`src/rtl/wb_master_seq.sv`:
```
// Wishbone classic-cycle initiator: turns local single/burst commands into one
// WB cycle per beat and returns one registered response per beat.
module wb_master_seq #(
  parameter int unsigned ADR_W   = 32,
  parameter int unsigned DAT_W   = 32,
  parameter int unsigned LEN_W   = 4,
  parameter int unsigned TIMEOUT = 16
) (
  input  logic             wb_clk_i,
  input  logic             wb_rst_ni,
  input  logic             cmd_valid,
  output logic             cmd_ready,
  input  logic             cmd_we,
  input  logic [ADR_W-1:0] cmd_adr,
  input  logic [DAT_W-1:0] cmd_dat,
  input  logic [3:0]       cmd_sel,
  input  logic [LEN_W-1:0] cmd_len,
  output logic             rsp_valid,
  input  logic             rsp_ready,
  output logic [DAT_W-1:0] rsp_dat,
  output logic             rsp_err,
  output logic             rsp_last,
  output logic             busy,
  output logic             wbm_cyc_o,
  output logic             wbm_stb_o,
  output logic             wbm_we_o,
  output logic [3:0]       wbm_sel_o,
  output logic [ADR_W-1:0] wbm_adr_o,
  output logic [DAT_W-1:0] wbm_dat_o,
  input  logic [DAT_W-1:0] wbm_dat_i,
  input  logic             wbm_ack_i
);

  localparam int unsigned      TMO_W    = (TIMEOUT > 1) ? $clog2(TIMEOUT) : 1;
  localparam logic [TMO_W-1:0] TMO_LAST = TMO_W'(TIMEOUT - 1);
  localparam logic [ADR_W-1:0] ADR_STEP = ADR_W'(4);

  typedef enum logic [1:0] {
    IDLE = 2'd0,
    REQ  = 2'd1,
    RESP = 2'd2
  } state_e;

  state_e             state_q, state_d;
  logic               we_q, we_d;
  logic [ADR_W-1:0]   adr_q, adr_d;
  logic [DAT_W-1:0]   dat_q, dat_d;
  logic [3:0]         sel_q, sel_d;
  logic [LEN_W-1:0]   len_q, len_d;
  logic [LEN_W-1:0]   beat_q, beat_d;
  logic [TMO_W-1:0]   tmo_q, tmo_d;
  logic               cyc_q, cyc_d;
  logic               busy_q, busy_d;
  logic               rsp_valid_q, rsp_valid_d;
  logic [DAT_W-1:0]   rsp_dat_q, rsp_dat_d;
  logic               rsp_err_q, rsp_err_d;
  logic               rsp_last_q, rsp_last_d;

  // Next-state and registered-output logic.
  always_comb begin
    state_d     = state_q;
    we_d        = we_q;
    adr_d       = adr_q;
    dat_d       = dat_q;
    sel_d       = sel_q;
    len_d       = len_q;
    beat_d      = beat_q;
    tmo_d       = tmo_q;
    cyc_d       = cyc_q;
    rsp_valid_d = rsp_valid_q;
    rsp_dat_d   = rsp_dat_q;
    rsp_err_d   = rsp_err_q;
    rsp_last_d  = rsp_last_q;

    case (state_q)
      IDLE: begin
        if (cmd_valid) begin
          we_d    = cmd_we;
          adr_d   = cmd_adr;
          dat_d   = cmd_dat;
          sel_d   = cmd_sel;
          len_d   = cmd_len;
          beat_d  = '0;
          tmo_d   = '0;
          cyc_d   = 1'b1;
          state_d = REQ;
        end
      end
      REQ: begin
        // An ack on the expiring edge still counts as a normal completion.
        if (wbm_ack_i) begin
          cyc_d       = 1'b0;
          rsp_valid_d = 1'b1;
          rsp_dat_d   = we_q ? '0 : wbm_dat_i;
          rsp_err_d   = 1'b0;
          rsp_last_d  = (beat_q == len_q);
          state_d     = RESP;
        end else if (tmo_q == TMO_LAST) begin
          cyc_d       = 1'b0;
          rsp_valid_d = 1'b1;
          rsp_dat_d   = '0;
          rsp_err_d   = 1'b1;
          rsp_last_d  = 1'b1;
          state_d     = RESP;
        end else begin
          tmo_d = tmo_q + TMO_W'(1);
        end
      end
      RESP: begin
        if (rsp_ready) begin
          rsp_valid_d = 1'b0;
          if (rsp_last_q) begin
            state_d = IDLE;
          end else begin
            beat_d  = beat_q + LEN_W'(1);
            adr_d   = adr_q + ADR_STEP;
            tmo_d   = '0;
            cyc_d   = 1'b1;
            state_d = REQ;
          end
        end
      end
      default: state_d = IDLE;
    endcase

    busy_d = (state_d != IDLE);
  end

  always_ff @(posedge wb_clk_i or negedge wb_rst_ni) begin
    if (!wb_rst_ni) begin
      state_q     <= IDLE;
      we_q        <= 1'b0;
      adr_q       <= '0;
      dat_q       <= '0;
      sel_q       <= '0;
      len_q       <= '0;
      beat_q      <= '0;
      tmo_q       <= '0;
      cyc_q       <= 1'b0;
      busy_q      <= 1'b0;
      rsp_valid_q <= 1'b0;
      rsp_dat_q   <= '0;
      rsp_err_q   <= 1'b0;
      rsp_last_q  <= 1'b0;
    end else begin
      state_q     <= state_d;
      we_q        <= we_d;
      adr_q       <= adr_d;
      dat_q       <= dat_d;
      sel_q       <= sel_d;
      len_q       <= len_d;
      beat_q      <= beat_d;
      tmo_q       <= tmo_d;
      cyc_q       <= cyc_d;
      busy_q      <= busy_d;
      rsp_valid_q <= rsp_valid_d;
      rsp_dat_q   <= rsp_dat_d;
      rsp_err_q   <= rsp_err_d;
      rsp_last_q  <= rsp_last_d;
    end
  end

  assign cmd_ready = (state_q == IDLE);
  assign busy      = busy_q;
  assign rsp_valid = rsp_valid_q;
  assign rsp_dat   = rsp_dat_q;
  assign rsp_err   = rsp_err_q;
  assign rsp_last  = rsp_last_q;
  assign wbm_cyc_o = cyc_q;
  assign wbm_stb_o = cyc_q;
  assign wbm_we_o  = we_q;
  assign wbm_sel_o = sel_q;
  assign wbm_adr_o = adr_q;
  assign wbm_dat_o = dat_q;

endmodule

```
`config.mk`:
```
export PLATFORM = sky130hd
export DESIGN_NAME = wb_master_seq
export DESIGN_NICKNAME = d
export VERILOG_FILES = /design/src/rtl/wb_master_seq.sv
export SDC_FILE = /design/constraint.sdc
export NUM_CORES = 1
export LEC_CHECK = 0
export ABC_AREA = 1
export CAP_MARGIN = 5
export CELL_PAD_IN_SITES_DETAIL_PLACEMENT = 1
export CELL_PAD_IN_SITES_GLOBAL_PLACEMENT = 2
export CORE_ASPECT_RATIO = 0.9
export CORE_MARGIN = 2
export CORE_UTILIZATION = 24
export DETAILED_ROUTE_END_ITERATION = 10
export PLACE_DENSITY = 0.76
export SLEW_MARGIN = 10
export SYNTH_ARGS = -nofsm -noshare
export SYNTH_HDL_FRONTEND = slang
export SYNTH_SLANG_ARGS = --single-unit
```
`constraint.sdc`:
```
create_clock -name wb_clk_i -period 1.72 [get_ports wb_clk_i]
set_input_delay 0.258 -clock wb_clk_i [delete_from_list [all_inputs] [get_ports wb_clk_i]]
set_output_delay 0.258 -clock wb_clk_i [all_outputs]
set_load 0.005 [all_outputs]
```
== Word level (Yosys, flattened, before mapping) ==
Index checks and enable logic that the tools add are counted.

* Output and inout bits: 108
* Flip-flop bits (word level): 120

* $add $sub $neg: 3
* Equal/unequal tests: 10
* Reductions and logical operators: 12
* Multiplexer cells: 34

{| class="wikitable"
|+ Operator list
! cell !! count
|-
| $mux W32 || 6
|-
| $pmux W32 S2 || 1
|-
| $add A32 B3 Y32 const B || 1
|-
| $mux W4 || 7
|-
| $pmux W4 S3 || 1
|-
| $mux W1 || 11
|-
| $ne A2 B2 Y1 const B || 5
|-
| $add A4 B1 Y4 const B || 2
|-
| $mux W2 || 4
|-
| $pmux W4 S2 || 1
|-
| $reduce_bool A2 Y1 || 4
|-
| $pmux W2 S3 || 1
|-
| $reduce_and A6 Y1 || 1
|-
| $reduce_and A5 Y1 || 1
|-
| $eq A4 B4 Y1 || 1
|-
| $eq A4 B4 Y1 const B || 1
|-
| $reduce_and A2 Y1 || 2
|-
| $reduce_and A4 Y1 || 1
|-
| $ne A3 B3 Y1 const B || 1
|-
| $pmux W1 S3 || 1
|-
| $reduce_and A3 Y1 || 1
|-
| $reduce_bool A3 Y1 || 1
|-
| $eq A2 B1 Y1 const B || 1
|-
| $eq A2 B2 Y1 const B || 1
|-
| 2 further kinds || 2
|}

== Depth between registers and ports, before layout ==
* Word-level depth: 5
* Depth in mapped cells: 10
* Mapped depth without buffers: 10

== Worst setup path after synthesis ==
Ideal clock, no wire load.

* Path type: register to register
* From: register adr_q[3], in the netlist wbm_adr_o[3]
* To: register adr_q[28], in the netlist wbm_adr_o[28]
* Setup time: 0.116 ns
* Cell stages (with the launch flop): 11
* Clock period less this slack: 1.469 ns
* Buffers on the path: 0
* Data arrival time: 1.353 ns
* Path slack: 0.251 ns
* Cell sequence: dfrtp_1 ha_1 nand2_1 nor2_4 nand2_1 nor2_1 nand2_1 nand2_1 nand3_1 nand2_1 nand2_1

* Longest elaborated chain between the ends: 4

{| class="wikitable"
|+ Ends and longest elaborated chain
! item !! RTL line !! source
|-
| from (decl) || 46 || <nowiki>logic [ADR_W-1:0] adr_q, adr_d;</nowiki>
|-
| from (signal assigned) || 148 || <nowiki>adr_q <= adr_d;</nowiki>
|-
| $add A32 B3 Y32 || 116 || <nowiki>adr_d = adr_q + ADR_STEP;</nowiki>
|-
| $mux W32 || 112 || <nowiki>if (rsp_last_q) begin</nowiki>
|-
| $mux W32 || 110 || <nowiki>if (rsp_ready) begin</nowiki>
|-
| $pmux W32 S2 || 75 || <nowiki>case (state_q)</nowiki>
|}

Every way passes these cells. The select of a mux whose other input is x is not followed.
A chain may end at the register's enable or synchronous reset.

== Worst setup path after layout ==
* From: register adr_q[4], in the netlist wbm_adr_o[4]
* To: output wbm_adr_o[4]

{| class="wikitable"
|+ RTL lines
! item !! RTL line !! source
|-
| to (decl) || 28 || <nowiki>output logic [ADR_W-1:0] wbm_adr_o,</nowiki>
|}

No word-level cell between the ends.

==> results.md <==
- Sequential share of the synthesized area: 51.9%
- Peak supply drop: 0.000671 V
- Fraction of layout cells with a size suffix above 1: 12.8%
- Mapped Avg Cell Area: just under 8 µm²
- Clock latency on the worst-skew pair: 0.42 ns
- Die Span Y: 151 µm
- Die width: 168 µm
- Max incr delay on CP: 0.48 ns
- Ys Warns: 0
- DRT Wirelength: around 22 mm
- Cell family contributing the most delay on the critical path: buffers and inverters
- Worst slew pin tran: a little under 0.5 ns
- CP required: 1.46 ns
- Seq cells post-synth: 120
- Levels on crit path: 2
- Num Clock Sinks: 120
- Top-level I/O count: 218
- Post-DP HPWL: approximately 16 mm
- Mapped cell area: 5780 µm²
- Critical-path cell list: buf_6 -> clkdlybuf4s50_1
- Reg2reg path depth: 11
- Design area: 9410 µm²
- Clk_skew: ~0.012 ns
- Final Hold Fails: 0
- Hold WC Path Type: in -> async
- Root Driver: clkbuf_16
- R2R Path End: wbm_adr_o[22]
- Worst path slowest cell: clkdlybuf4s50_1
- Clk pin slew, worst setup/hold paths: 0.06 ns
- Total iterations of the first detailed-routing run: 4
- Largest net degree at the start of global routing: 65
- Row Count: 53
- Starting density of the core: 24.6%
- Routability cong.: 0.749
- Crit end category: output port
- Crit-path max FO: 3
- Die ar.: 25300 µm²
- Leakage: 4.35 nW
- Via density: 4.46
- Reg-to-Reg Start: wbm_adr_o[7]
- Worst setup path class: reg -> out
- Power per standard cell area: 1740 nW/µm²
- Post-synthesis instance total: 729
- Dpl cell area: 8670 µm²
- Min Tclk post-route: ~1.7 ns
- Startpoint types: flip-flop
- Tcrit/Tclk final: 97.9%
- Final Non-Filler Cells: around 1.3k
- Final antenna-violating net count: 0
- First-pass GRT wire length: between 30 and 40 mm
- Post-Place Cells: 1269
- Area grow syn2layout: 62.8%
- GR peak layer: met2
- Gr usage total: roughly 18%
- DRC: 0
- Total of max-cap violations: 0
- Grt met2 use: around 29%
- Most frequent cells in the layout: nand2_1, clkdlybuf4s50_1, dfrtp_1, nor2_1, buf_4
- Number of DRC markers in iteration 0: 251
- Fillers: 2815
- Synth area leader: dfrtp_1
- Initial antenna violation count: 1
- WP buf/inv: 2
- Core ar.: 23500 µm²
- Max Clock Freq: 0.594 GHz
- CTS Buf Count: 17
- Post-synth top area share: 51.9%
- H-tree depth: 4
- Met1 usage: 22.3%
- Deepest clock path buffer count: 2
- Worst path arrival time: 1.43 ns
- Layout net count: roughly 1.1k
- Slew Viols, Final: 0
- CTS tree: built
- Top cells by area, synth: dfrtp_1, nand2_1, nor2_1
- Global route overflow: 0
- Wire length per cell: 16.4 µm
- Ant. Diodes: 0
- Net count after synthesis: 842
- GR Layer Usage met3: 7.19%
- Vias in the first global route: 6169
- DR vias: 5851
- Most common cell after layout, fill and taps aside: nand2_1
- Reg2reg setup slack: 0.12 ns
- Status: finished clean
- Final setup viols: 0
- PortBufs: 217
- Synth cell types: 32
- Max_slew headroom: 67.7%
[power by group]
part	internal (W)	total [W]	switching, W
clock	0.00207	0.00356	0.00149
combinational	0.00411	0.00775	0.00364
sequential	0.00411	0.00504	0.000932
total	0.0103	0.0164	0.00606
[flip-flops by register name, indices dropped and copies added (netlist names), 2 cells and up]
register,cells
rsp_dat,32
wbm_adr_o,32
wbm_dat_o,32
beat_q,4
len_q,4
tmo_q,4
wbm_sel_o,4
state_q,2
[synthesized netlist by cell type]
master / n
nor2_4: 1
a22oi_1: 1
buf_6: 1
xnor2_1: 7
ha_1: 3
xor2_1: 1
inv_1: 48
inv_4: 1
o22ai_1: 2
o21bai_1: 2
inv_2: 4
nand2_2: 4
o21ai_0: 22
nor2_1: 93
nand4_1: 3
nor3_2: 1
buf_2: 16
o31ai_2: 1
nor2_2: 4
a32o_1: 32
o21ai_1: 5
buf_4: 3
nand3b_1: 1
clkbuf_1: 12
a21oi_1: 13
a31oi_1: 3
and3_1: 1
dfrtp_1: 120
nor3_1: 1
nand3_1: 38
or2_2: 2
nand2_1: 283
[cell families (layout without fill, tap and decap cells)]
group | count (synthesis) | in the layout | share of synthesized area (%)
AOI/OAI and AO/OA | 81 | 81 | 10.2
buffers and inverters | 85 | 367 | 6.23
xor gates and xnor gates | 8 | 8 | 1.21
and+or+nand+nor | 432 | 432 | 29.8
adders and majority gates | 3 | 3 | 0.649
DFF | 120 | 120 | 51.9
[metal layers]
metal  vias to the layer above  routed length [µm]
met4                         2                 187
met5                         -                  13
met1                      2794                9750
met2                       161                9830
met3                        18                1760
li1                       2876                   -
[metrics by stage]
stage	TNS [ns]	power (W)	util [%]	setup WS (ns)	hold WS, ns
global placement	0	0.0126	36.9	0.106	0.168
detailed placement	0	0.0127	36.9	0.0553	0.171
global route	-0.0307	0.0177	40.1	-0.0126	0.308
finish	0	0.0164	40.1	0.0355	0.281
CTS	0	0.0166	39.7	0.00828	0.276
floorplan	0	0.00810	-	0.251	-0.0376
[layout make-up]
cell class              count  area, µm²  area share (%)
clock buffers              19        443            4.71
clock inverters            13        135            1.44
multi-input cells         524       2460            26.1
repair buffers            282       2780            29.6
well taps                 302        378            4.02
inverters                  53        201            2.14
flip-flops and latches    120       3010            32.0
[worst max path at each step]
| stage | startpoint | slack [ns] | to |
|---|---|---|---|
| 2_1_floorplan | wbm_adr_o[3] | 0.25 | wbm_adr_o[28] |
| 3_3_place_gp | wbm_adr_o[6] | 0.11 | wbm_adr_o[25] |
| 3_5_place_dp | wbm_adr_o[6] | 0.06 | wbm_adr_o[23] |
| 4_1_cts | wbm_adr_o[26] | 0.008 | wbm_adr_o[26] |
| 5_1_grt | wbm_adr_o[8] | -0.01 | wbm_adr_o[27] |
| 6_report | wbm_adr_o[4] | 0.04 | wbm_adr_o[4] |
[what timing repair did]
| action | CTS | global route |
|---|---|---|
| hold buffers | 1 | 0 |
| resized for setup | 6 | 26 |
| hold endpoints to repair | 17 | 0 |
| pin swaps | 0 | 0 |
| setup buffers | 9 | 3 |
| endpoints found under the setup margin | 12 | 32 |
(Power assumes the default switching activity.)
